**src/rtl/ddr_port_arbiter.sv**
```systemverilog
// Two-port command arbiter in front of a single DDR controller.
// Port 0 (CPU) issues reads and writes, port 1 (video) issues reads only.
// Exactly one transaction is in flight; ports alternate round-robin on ties.
module ddr_port_arbiter #(
    parameter int ADDR_W   = 27,
    parameter int ID_WIDTH = 1
) (
    input  logic                clk,
    input  logic                reset,

    // port 0: CPU, read + write
    input  logic                p0_arw_valid,
    output logic                p0_arw_ready,
    input  logic [ADDR_W-1:0]   p0_arw_addr,
    input  logic [7:0]          p0_arw_len,
    input  logic                p0_arw_write,
    input  logic                p0_wvalid,
    output logic                p0_wready,
    input  logic                p0_wlast,
    input  logic [63:0]         p0_wdata,
    input  logic [7:0]          p0_wstrb,
    output logic                p0_bvalid,
    input  logic                p0_bready,
    output logic                p0_rvalid,
    output logic                p0_rlast,
    input  logic                p0_rready,

    // port 1: video, read only
    input  logic                p1_arw_valid,
    output logic                p1_arw_ready,
    input  logic [ADDR_W-1:0]   p1_arw_addr,
    input  logic [7:0]          p1_arw_len,
    output logic                p1_rvalid,
    output logic                p1_rlast,
    input  logic                p1_rready,

    // shared read data
    output logic [63:0]         rdata,

    // DDR controller side
    output logic                m_arw_valid,
    input  logic                m_arw_ready,
    output logic [ADDR_W-1:0]   m_arw_addr,
    output logic [7:0]          m_arw_len,
    output logic                m_arw_write,
    output logic [ID_WIDTH-1:0] m_arw_id,
    output logic                m_wvalid,
    input  logic                m_wready,
    output logic                m_wlast,
    output logic [63:0]         m_wdata,
    output logic [7:0]          m_wstrb,
    input  logic                m_bvalid,
    output logic                m_bready,
    input  logic                m_rvalid,
    output logic                m_rready,
    input  logic                m_rlast,
    input  logic [63:0]         m_rdata
);

    localparam logic [2:0] IDLE  = 3'd0;
    localparam logic [2:0] CMD   = 3'd1;
    localparam logic [2:0] WDATA = 3'd2;
    localparam logic [2:0] WRESP = 3'd3;
    localparam logic [2:0] RDATA = 3'd4;

    logic [2:0]        state_q, state_d;
    logic              last_grant_q, last_grant_d;
    logic              grant_q, grant_d;
    logic [ADDR_W-1:0] addr_q, addr_d;
    logic [7:0]        len_q, len_d;
    logic              write_q, write_d;

    // Every handshake output is qualified with live so that all valid/ready/last
    // outputs read 0 while reset is held, even before the state flop clears.
    logic live;
    logic in_idle, in_cmd, in_wdata, in_wresp, in_rdata;
    logic any_req;
    logic winner;

    logic [1:0] arw_ready_vec;
    logic [1:0] rvalid_vec;
    logic [1:0] rlast_vec;
    logic [1:0] rready_vec;

    assign live     = ~reset;
    assign in_idle  = live && (state_q == IDLE);
    assign in_cmd   = live && (state_q == CMD);
    assign in_wdata = live && (state_q == WDATA);
    assign in_wresp = live && (state_q == WRESP);
    assign in_rdata = live && (state_q == RDATA);
    assign any_req  = p0_arw_valid || p1_arw_valid;

    // Round-robin pick: on a tie the port that did not win last time goes first.
    always_comb begin
        winner = 1'b0;
        if (p0_arw_valid && p1_arw_valid) begin
            winner = ~last_grant_q;
        end else if (p1_arw_valid) begin
            winner = 1'b1;
        end
    end

    assign rready_vec = {p1_rready, p0_rready};

    // Per-port fan-out: only the granted port ever sees ready/valid/last.
    for (genvar gi = 0; gi < 2; gi++) begin : g_port
        assign arw_ready_vec[gi] = in_idle && any_req && (winner == 1'(gi));
        assign rvalid_vec[gi]    = in_rdata && (grant_q == 1'(gi)) && m_rvalid;
        assign rlast_vec[gi]     = in_rdata && (grant_q == 1'(gi)) && m_rlast;
    end

    assign p0_arw_ready = arw_ready_vec[0];
    assign p1_arw_ready = arw_ready_vec[1];
    assign p0_rvalid    = rvalid_vec[0];
    assign p1_rvalid    = rvalid_vec[1];
    assign p0_rlast     = rlast_vec[0];
    assign p1_rlast     = rlast_vec[1];
    assign m_rready     = in_rdata && rready_vec[grant_q];
    assign rdata        = m_rdata;

    // Only port 0 can be granted a write, but the grant check keeps port 1 isolated.
    assign m_wvalid  = in_wdata && !grant_q && p0_wvalid;
    assign p0_wready = in_wdata && !grant_q && m_wready;
    assign m_wlast   = in_wdata && p0_wlast;
    assign m_wdata   = p0_wdata;
    assign m_wstrb   = p0_wstrb;

    assign p0_bvalid = in_wresp && !grant_q && m_bvalid;
    assign m_bready  = in_wresp && p0_bready;

    assign m_arw_valid = in_cmd;
    assign m_arw_addr  = addr_q;
    assign m_arw_len   = len_q;
    assign m_arw_write = write_q;
    assign m_arw_id    = ID_WIDTH'(grant_q);

    // Next-state and capture logic for the single-transaction sequencer.
    always_comb begin
        state_d      = state_q;
        last_grant_d = last_grant_q;
        grant_d      = grant_q;
        addr_d       = addr_q;
        len_d        = len_q;
        write_d      = write_q;
        case (state_q)
            IDLE: begin
                if (any_req) begin
                    state_d      = CMD;
                    grant_d      = winner;
                    last_grant_d = winner;
                    addr_d       = winner ? p1_arw_addr : p0_arw_addr;
                    len_d        = winner ? p1_arw_len  : p0_arw_len;
                    write_d      = winner ? 1'b0        : p0_arw_write;
                end
            end
            CMD: begin
                if (m_arw_ready) begin
                    state_d = write_q ? WDATA : RDATA;
                end
            end
            WDATA: begin
                if (m_wvalid && m_wready && m_wlast) begin
                    state_d = WRESP;
                end
            end
            WRESP: begin
                if (m_bvalid && m_bready) begin
                    state_d = IDLE;
                end
            end
            RDATA: begin
                // The controller ignores backpressure, so the burst ends on rlast alone.
                if (m_rvalid && m_rlast) begin
                    state_d = IDLE;
                end
            end
            default: state_d = IDLE;
        endcase
    end

    // State and captured payload registers; reset abandons any partial burst.
    always_ff @(posedge clk) begin
        if (reset) begin
            state_q      <= IDLE;
            last_grant_q <= 1'b1;
            grant_q      <= 1'b0;
            addr_q       <= '0;
            len_q        <= '0;
            write_q      <= 1'b0;
        end else begin
            state_q      <= state_d;
            last_grant_q <= last_grant_d;
            grant_q      <= grant_d;
            addr_q       <= addr_d;
            len_q        <= len_d;
            write_q      <= write_d;
        end
    end

endmodule

```
**config.mk**
```make
export PLATFORM = sky130hd
export DESIGN_NAME = ddr_port_arbiter
export DESIGN_NICKNAME = d
export VERILOG_FILES = /design/src/rtl/ddr_port_arbiter.sv
export SDC_FILE = /design/constraint.sdc
export NUM_CORES = 1
export LEC_CHECK = 0
export CELL_PAD_IN_SITES_DETAIL_PLACEMENT = 2
export CELL_PAD_IN_SITES_GLOBAL_PLACEMENT = 2
export CORE_MARGIN = 5
export CORE_UTILIZATION = 13
export CTS_CLUSTER_SIZE = 28
export DETAILED_ROUTE_END_ITERATION = 16
export GPL_ROUTABILITY_DRIVEN = 0
export GPL_TIMING_DRIVEN = 0
export PLACE_DENSITY_LB_ADDON = 0.1
export SYNTH_ARGS = -nofsm -noshare
export SYNTH_HDL_FRONTEND = slang
export SYNTH_SLANG_ARGS = --single-unit
```
**constraint.sdc**
```tcl
create_clock -name clk -period 3.7 [get_ports clk]
set_input_delay 0.37 -clock clk [delete_from_list [all_inputs] [get_ports clk]]
set_output_delay 0.37 -clock clk [all_outputs]
set_load 0.01 [all_outputs]
```
==> flow_summary.ini, run 1 <==
[run_status]
outcome = completed

[yosys]
synth_commonest_cells = 139 x buf_4, 42 x nor2_1, 41 x dfxtp_1, 37 x mux2i_1, 34 x a211oi_2
netlist.area_leader.share_pct = 32.11
synthArstFlopShare_pct = 0
synth_nets = 581
synthCells = 360
ys_seq_elements = 41
yosysTopAreaCell = buf_4
synth_cell_types = 27
synth_area_mm2 = 0.003249
synth.area.top_cells = buf_4 32%, dfxtp_1 25%, a211oi_2 13%
avgSynthCellArea_um2 = 9.026
synth_edf_count = 0
synth_most_common_cell = buf_4
yosysWarnings = 0
synthFlopType = dfxtp_1
seq_area_frac_synth_pct = 25.26

[cells_and_area]
final_cell_area_mm2 = 0.006490
nets = 857
diodes = 0
drive_above_1_share_pct = 30.19
area_growth_pct = 99.73

[min_path]
min_path_type = reg2reg

[sta]
slew_headroom_pct = 48.09
final.setup_skew_ns = 0.002527
setup_viol = 0
setup_tns_ns = 0
grt_setup_unrepaired = no
worstMarginPinSlew_ns = 0.7787
fin_crit_sh_pct = 74.89
hold_viol = 0
timing.fmax_mhz = 360.9
finalMaxSlewViolations = 0
period_minus_slack_ns = 2.771
setup_slack_ns = 0.9289

[clock_tree]
postCtsHoldBufs = 0
cts_max_level = 2
root_buffer = clkbuf_16
clkLatencyLatePin_ns = 0.29
cts_setup_buffers = 0
path_clk_slew_ns = 0.06
cts_tree = built
cts_made_buffers = 5
cts_sinks = 41
cts_resized = 0
cts_buffer_depth = 2

[setup_path]
crit_slowest_cell = clkdlybuf4s50_1
cp_num_buf_inv = 4
path_class = in2out
cpPeakStageDelay_ns = 0.59
cp.required_ns = 3.33
worstSetupStartpointType = input port
end_kind = output port
critPathMaxFanout = 10
crit_family = buffers and inverters
worstPathCellList = clkdlybuf4s50_1 -> a21boi_2 -> buf_6 -> buf_6 -> nand2_1 -> nor2_1 -> clkdlybuf4s50_1
crit_arrival_ns = 2.40

[place]
dp_slack_ns = 0.8745
io_buffers = 269
place_area_mm2 = 0.006347
hpwl_um = 13430

[global_routing]
grt_usage_pct = 10.32
grt-ovfl-total = 0
antenna_found_initial = 1
grt_pass1_wl_um = 23140
grt_max_degree = 12
grt_pass1_vias = 3968

[floorplanning]
core_area_mm2 = 0.02446
dieHeight_um = 168.1
num_io_pins = 407
die_w_um = 168.1
initial_core_util_pct = 13.28
dieArea_mm2 = 0.02826
num_rows = 57

[power]
powerDensity_mw_per_mm2 = 406.2
p_leak_nw = 2.601
total_power_w = 0.002636
ir_worst_vdd_mv = 0.1645

[routing]
vias = 3467
via_per_inst = 3.611
drcViolationCount = 0
wirelength_um = 15680
ant_nets = 0
routedWlPerCell_um = 16.34
drtIter0Drc = 54
drt_pass1_iterations = 4

[flow_run]
drv_cap = 0
state kept, by name (all words and copies together), names as in the netlist:
register      count
m_arw_len         8
state_q           3
m_arw_write       1
m_arw_addr       27
m_arw_id          1
last_grant_q      1
cells in the final DEF, fill, tap and decap left out, drive strengths merged, types with 3 or more instances in the layout:
| master | netlist | layout |
|---|---|---|
| dfxtp | 41 | 41 |
| buf | 150 | 150 |
| a21oi | 5 | 5 |
| nor2b | 4 | 4 |
| nor3 | 5 | 5 |
| o21ai | 5 | 5 |
| nor2 | 42 | 42 |
| a211oi | 35 | 35 |
| nand3 | 3 | 3 |
| and3 | 4 | 4 |
| mux2i | 37 | 37 |
| nand2 | 11 | 11 |
| and4 | 3 | 3 |
| clkdlybuf4s50 | 0 | 269 |
| clkbuf | 6 | 13 |
final cells by class:
cell class | instances | area, um^2
Buffer | 156 | 1177
Clock buffer | 7 | 142.6
Fill cell | 2777 | 17970
Inverter | 1 | 3.754
Multi-Input combinational cell | 162 | 1247
Sequential cell | 41 | 820.8
Tap cell | 324 | 405.4
Timing Repair Buffer | 269 | 2693
worst reg2reg max path, delay by kind of cell (launching register included):
| family | cells | cell delay [ns] |
|---|---|---|
| flip-flops | 1 | 0.40 |
| AO/OA/AOI/OAI | 2 | 0.37 |
| buffers and inverters | 2 | 0.33 |
| AND/OR/NAND/NOR | 2 | 0.38 |
cell families (layout without fill, tap and decap cells):
kind of cell | Yosys count | count (layout) | share of synthesized area [%]
AOI/OAI and AO/OA | 48 | 48 | 15.75
buffers and inverters | 157 | 433 | 36.35
DFF | 41 | 41 | 25.26
muxes | 37 | 37 | 11.40
and+or+nand+nor | 77 | 77 | 11.24
metrics by stage:
step	util, %	hold slack [ns]	instances
finish	26.53	0.5105	960
CTS	26.53	0.5233	960
detailed placement	25.95	0.5102	953
floorplan	-	0.5008	360
global route	26.53	0.5458	960
global placement	25.95	0.4978	953
worst paths after layout:
path / startpoint / endpoint / slack, ns / cells after the start
hold reg to reg: m_arw_addr[11] / m_arw_addr[11] / 0.51 / 2
setup reg to reg: state_q[1] / m_arw_addr[8] / 2.14 / 6
hold / removal: m_arw_addr[11] / m_arw_addr[11] / 0.51 / 2
setup / recovery: p1_arw_valid / p1_arw_ready / 0.93 / 7
power by group:
part	leakage (nW)	total [W]	switching (W)	internal, W
clock network	0.0700	0.000451	0.000185	0.000265
registers	0.340	0.000678	0.0000861	0.000591
logic	2.19	0.00151	0.000687	0.000820
per-layer routing:
metal	GRT usage [%]	share of wire (%)	wire length (um)	vias to the layer above
li1	-	-	-	1629
met1	10.92	37	5727	1608
met2	19.23	52	8077	220
met3	4.431	11	1743	8
met4	1.800	0.73	114	2
met5	0	0.13	20	-
(Power assumes the default switching activity.)
==> run 2, diff against run 1 <==
Settings changed: CORE_UTILIZATION 13 to 12.
Clock period 3.7 ns to 2.75 ns, I/O delays scaled along.
==> run 2 against run 1 <==
Compared with the run above:
- via count decreased by 0.14%
- combinational power increased by 34%
- final cell count increased by 1.8%
- clock-buffer cell count unchanged
- worst setup slack got worse by 0.68 ns
- critical path depth unchanged
- global-route usage decreased by 0.83 points
- critical endpoint unchanged
==> flow_summary.ini, run 2 (same netlist as run 1, synthesis figures left out) <==
[sta]
final.setup_skew_ns = 0.005263
setup_tns_ns = 0
finalMaxSlewViolations = 0
period_minus_slack_ns = 2.498
slew_headroom_pct = 49.45
timing.hold.ws_ns = 0.4898
fin_crit_sh_pct = 90.85
worstMarginPinSlew_ns = 0.7582
grt_setup_unrepaired = no
timing.fmax_mhz = 400.2
hold_viol = 0
setup_viol = 0

[cells_and_area]
layout_commonest_cell = clkdlybuf4s50_1
largest_reg_flops = 27
num-fill-cells = 3039
multi_input_area_mm2 = 0.001247
nets = 857
ff_latch_area_um2 = 820.8
final_cell_mix = 269 x clkdlybuf4s50_1, 139 x buf_4, 42 x nor2_1, 41 x dfxtp_1, 37 x mux2i_1
area_growth_pct = 100.4
drive_above_1_share_pct = 30.19
diodes = 0

[routing]
wirelength_um = 15520
routedWlPerCell_um = 15.88
vias = 3462
drtIter0Drc = 38
drt_pass1_iterations = 4
drcViolationCount = 0
via_per_inst = 3.544
ant_nets = 0

[power]
p_leak_nw = 2.601
combPwrFrac_pct = 57.4
internal_power_w = 0.002257
powerDensity_mw_per_mm2 = 541.0
switchingPower_w = 0.001266
netSwitchingFraction_pct = 35.93
ir_worst_vdd_mv = 0.2098
pwr-share-clk_pct = 17.0
seqPwrFrac_pct = 25.6

[floorplanning]
core_area_mm2 = 0.02680
initial_core_util_pct = 12.12
num_io_pins = 407
dieArea_mm2 = 0.03047
dieHeight_um = 174.6
num_rows = 60
die_w_um = 174.6

[flow_run]
drv_cap = 0

[setup_path]
startpoint = p1_arw_valid
critPathMaxFanout = 10
cp.required_ns = 2.48
r2r_cells = 7
critPathCapture = p1_arw_ready
path_class = in2out
reg2reg_from = state_q[0]
crit_arrival_ns = 2.22
end_kind = output port
worstSetupStartpointType = input port
r2r_end = m_arw_addr[9]
reg2reg_slack_ns = 1.23

[global_routing]
grt_usage_pct = 9.490
antenna_found_initial = 0
grt_pass1_wl_um = 22950
grt-ovfl-total = 0
grt_pass1_vias = 3910
grt_max_degree = 12

[clock_tree]
root_buffer = clkbuf_16
clkLatencyLatePin_ns = 0.29
cts_max_level = 2
cts_made_buffers = 5
cts_setup_buffers = 0
cts_sinks = 41
path_clk_slew_ns = 0.06
cts_resized = 0
cts_tree = built
cts_buffer_depth = 2
postCtsHoldBufs = 0

[min_path]
min_path_type = in2reg
hold-path-cell-count = 4

[run_status]
outcome = completed

[place]
io_buffers = 269
hpwl_um = 13410
## run 2: per-stage QoR
step / instances / setup WS [ns] / instance area, um^2 / total power [W] / util [%]
6_report: 977 / 0.2516 / 6511 / 0.003522 / 24.30
5_1_grt: 977 / 0.09057 / 6511 / 0.003820 / 24.30
2_1_floorplan: 360 / 1.348 / 3249 / 0.001992 / -
4_1_cts: 977 / 0.1715 / 6511 / 0.003659 / 24.30
3_3_place_gp: 970 / 0.1489 / 6369 / 0.002979 / 23.76
3_5_place_dp: 970 / 0.1779 / 6369 / 0.003016 / 23.76
## run 2: area by class of cell
type	instances	share of cell area [%]
buffer	156	18.08
multi-input combinational	162	19.16
timing repair buffer	269	41.35
sequential	41	12.61
tap	341	6.553
inverter	1	0.05765
clock buffer	7	2.191
## run 2: power by group through the flow
stage	clock [W]	sequential, W	combinational [W]
global placement	0	0.000912	0.00207
finish	0.000598	0.000902	0.00202
floorplan	0	0.000995	0.000997
CTS	0.000647	0.000911	0.00210
detailed placement	0	0.000921	0.00209
global route	0.000664	0.000935	0.00222
## run 2: critical path, cell delays in order
cell and delay [ns]:
clkdlybuf4s50_1 0.54, a21boi_2 0.23, buf_6 0.21, buf_6 0.19, nand2_1 0.09, nor2_1 0.09
clkdlybuf4s50_1 0.58
## run 2: routing by layer
| layer | share of wire (%) | up-vias | track usage [%] |
|---|---|---|---|
| met1 | 35 | 1603 | 9.855 |
| met5 | 0 | - | 0 |
| met3 | 11 | 8 | 4.197 |
| met2 | 53 | 222 | 17.82 |
| li1 | - | 1629 | - |
| met4 | 0.68 | 0 | 1.669 |
## run 2: worst min-delay path by stage
stage / startpoint / end
2_1_floorplan: m_arw_ready / state_q[2]
3_3_place_gp: m_arw_write / m_arw_write
3_5_place_dp: m_arw_addr[11] / m_arw_addr[11]
4_1_cts: reset / state_q[0]
5_1_grt: m_arw_addr[11] / m_arw_addr[11]
6_report: reset / state_q[0]
==> edit, RTL diff (flow settings as in run 2) <==
Change the parameter `ADDR_W` from 27 to 23.
--- a/src/rtl/ddr_port_arbiter.sv
+++ b/src/rtl/ddr_port_arbiter.sv
@@ -4,3 +4,3 @@
 module ddr_port_arbiter #(
-    parameter int ADDR_W   = 27,
+    parameter int ADDR_W   = 23,
     parameter int ID_WIDTH = 1
Ports: changed (resized m_arw_addr, p0_arw_addr and p1_arw_addr); port bits go from 407 to 395. The function was not compared with the original's and may differ.
==> edit against run 2 <==
  * Clock skew rose by 0.0044 ns
  * Area after synthesis rose by 3.4%
  * Count of clock-buffer cells in the layout fell by 2
  * Final cell count rose by 3.6%
  * Non-clock buffer count fell by 11
  * Sequential share of layout area fell by 1.3 points
  * Total power fell by 28%
  * Sequential cell count fell by 4
  * Final area rose by 0.21%
  * Wire length rose by 2.3%
  * Setup slack got worse by 0.094 ns
  * Combinational power fell by 37%
  * Critical endpoint unchanged
==> edit: results <==
metrics = {
    "global_routing": {
        "grtUsageTotal_pct": 9.16,
        "grt_max_degree": 11,
        "grt_pass1_vias": 3879,
        "grt_pass1_wl_um": 22400,
    },
    "placement": {
        "dpl.hpwl_um": 13300,
        "pre_cts_ws_ns": 0.136,
        "port_buffers": 256,
        "place_area_um2": 6390,
        "place_inst": 1006,
    },
    "synthesis": {
        "postSynthCellCount": 372,
        "async_flop_share_pct": 0,
        "synthTopCellsByCount": "buf_4, dfxtp_1, nand2b_1, mux2i_1, inv_1",
        "synth-seq-area-share_pct": 22.0,
        "synthTopCellsByArea": "buf_4, dfxtp_1, a221oi_2",
        "syn_nets": 585,
        "synth_cell_types": 39,
    },
    "routing": {
        "wire_per_inst_um": 15.7,
        "via_count": 3472,
        "routed.top_layer": "met4",
        "met1_length_um": 5920,
        "vias_per_cell": 3.43,
        "drt_iter0_drc": 42,
        "wl_met3_um": 1720,
        "wl_met2_um": 8140,
    },
    "sta": {
        "final.setup_skew_ns": 0.00967,
        "worst_slew_pin_slew_ns": 0.919,
    },
    "clock_network": {
        "cts_buffers": 5,
        "h-tree-depth": 2,
        "clockBufferDepth": 2,
    },
    "power": {
        "vdd_drop_max_mv": 0.171,
        "leakagePower_nw": 2.73,
    },
    "worst_setup_path": {
        "critPathArrivalTime_ns": 2.32,
        "critical_path.max_stage_delay_ns": 0.61,
    },
    "outcome": {
        "status": "finished clean",
    },
    "final_layout": {
        "largest_reg_flops": 23,
        "antennaDiodeCount": 0,
        "drive_gt1_share_pct": 30.3,
        "layout.nets": 848,
    },
    "worst_hold_path": {
        "hold_path_class": "flop to flop",
    },
}
[edit: changes by cell type after synthesis, moves of 3 or more]
cell / before / now
a211oi_2: 34 / 0
a221oi_1: 0 / 3
a221oi_2: 0 / 28
and2_1: 0 / 3
and3_1: 4 / 7
and4_1: 3 / 0
dfxtp_1: 41 / 37
inv_1: 1 / 31
mux2i_1: 37 / 32
nand2_1: 11 / 1
nand2b_1: 0 / 34
nor2_1: 42 / 5
o21ai_0: 5 / 1
[edit: where the power goes]
group | switching [mW] | total [mW] | internal, mW
logic | 0.546 | 1.28 | 0.736
registers | 0.0510 | 0.679 | 0.628
clock network | 0.242 | 0.567 | 0.325
total | 0.839 | 2.53 | 1.69
[edit: area by class of cell]
cell class                 count  area, um^2
buffer                       158        1180
clock buffer                   5         125
clock inverter                 1        5.00
fill                        3138       21200
inverter                      31         116
multi-input combinational    146        1320
sequential                    37         741
tap                          378         473
timing repair buffer         256        2560
[edit: logic make-up after synthesis]
family,Yosys count,share of synthesized area (%)
compound gates,46,16.9
mux,32,9.53
buf+inv,189,38.6
simple gates,68,12.9
flops,37,22.0
[edit: routing by layer]
layer  track usage, %  vias up
met2             17.0      207
li1                 -     1636
met4             1.35        0
met1             10.0     1621
met5                0        -
met3             3.62        8
[edit: path summary, 6_finish.rpt]
path	start	end	slack (ns)	cells past startpoint
max reg2reg	state_q[1]	m_arw_addr[11]	1.19	4
min reg2reg	m_arw_addr[12]	m_arw_addr[12]	0.46	2
min	m_arw_addr[12]	m_arw_addr[12]	0.46	2
max	p1_arw_valid	p1_arw_ready	0.16	7
[edit: worst register-to-register path: stages (launching register included)]
cell	delay, ns
dfxtp_1	0.35
nor3_4	0.43
o21ai_4	0.19
buf_6	0.21
a221oi_2	0.28
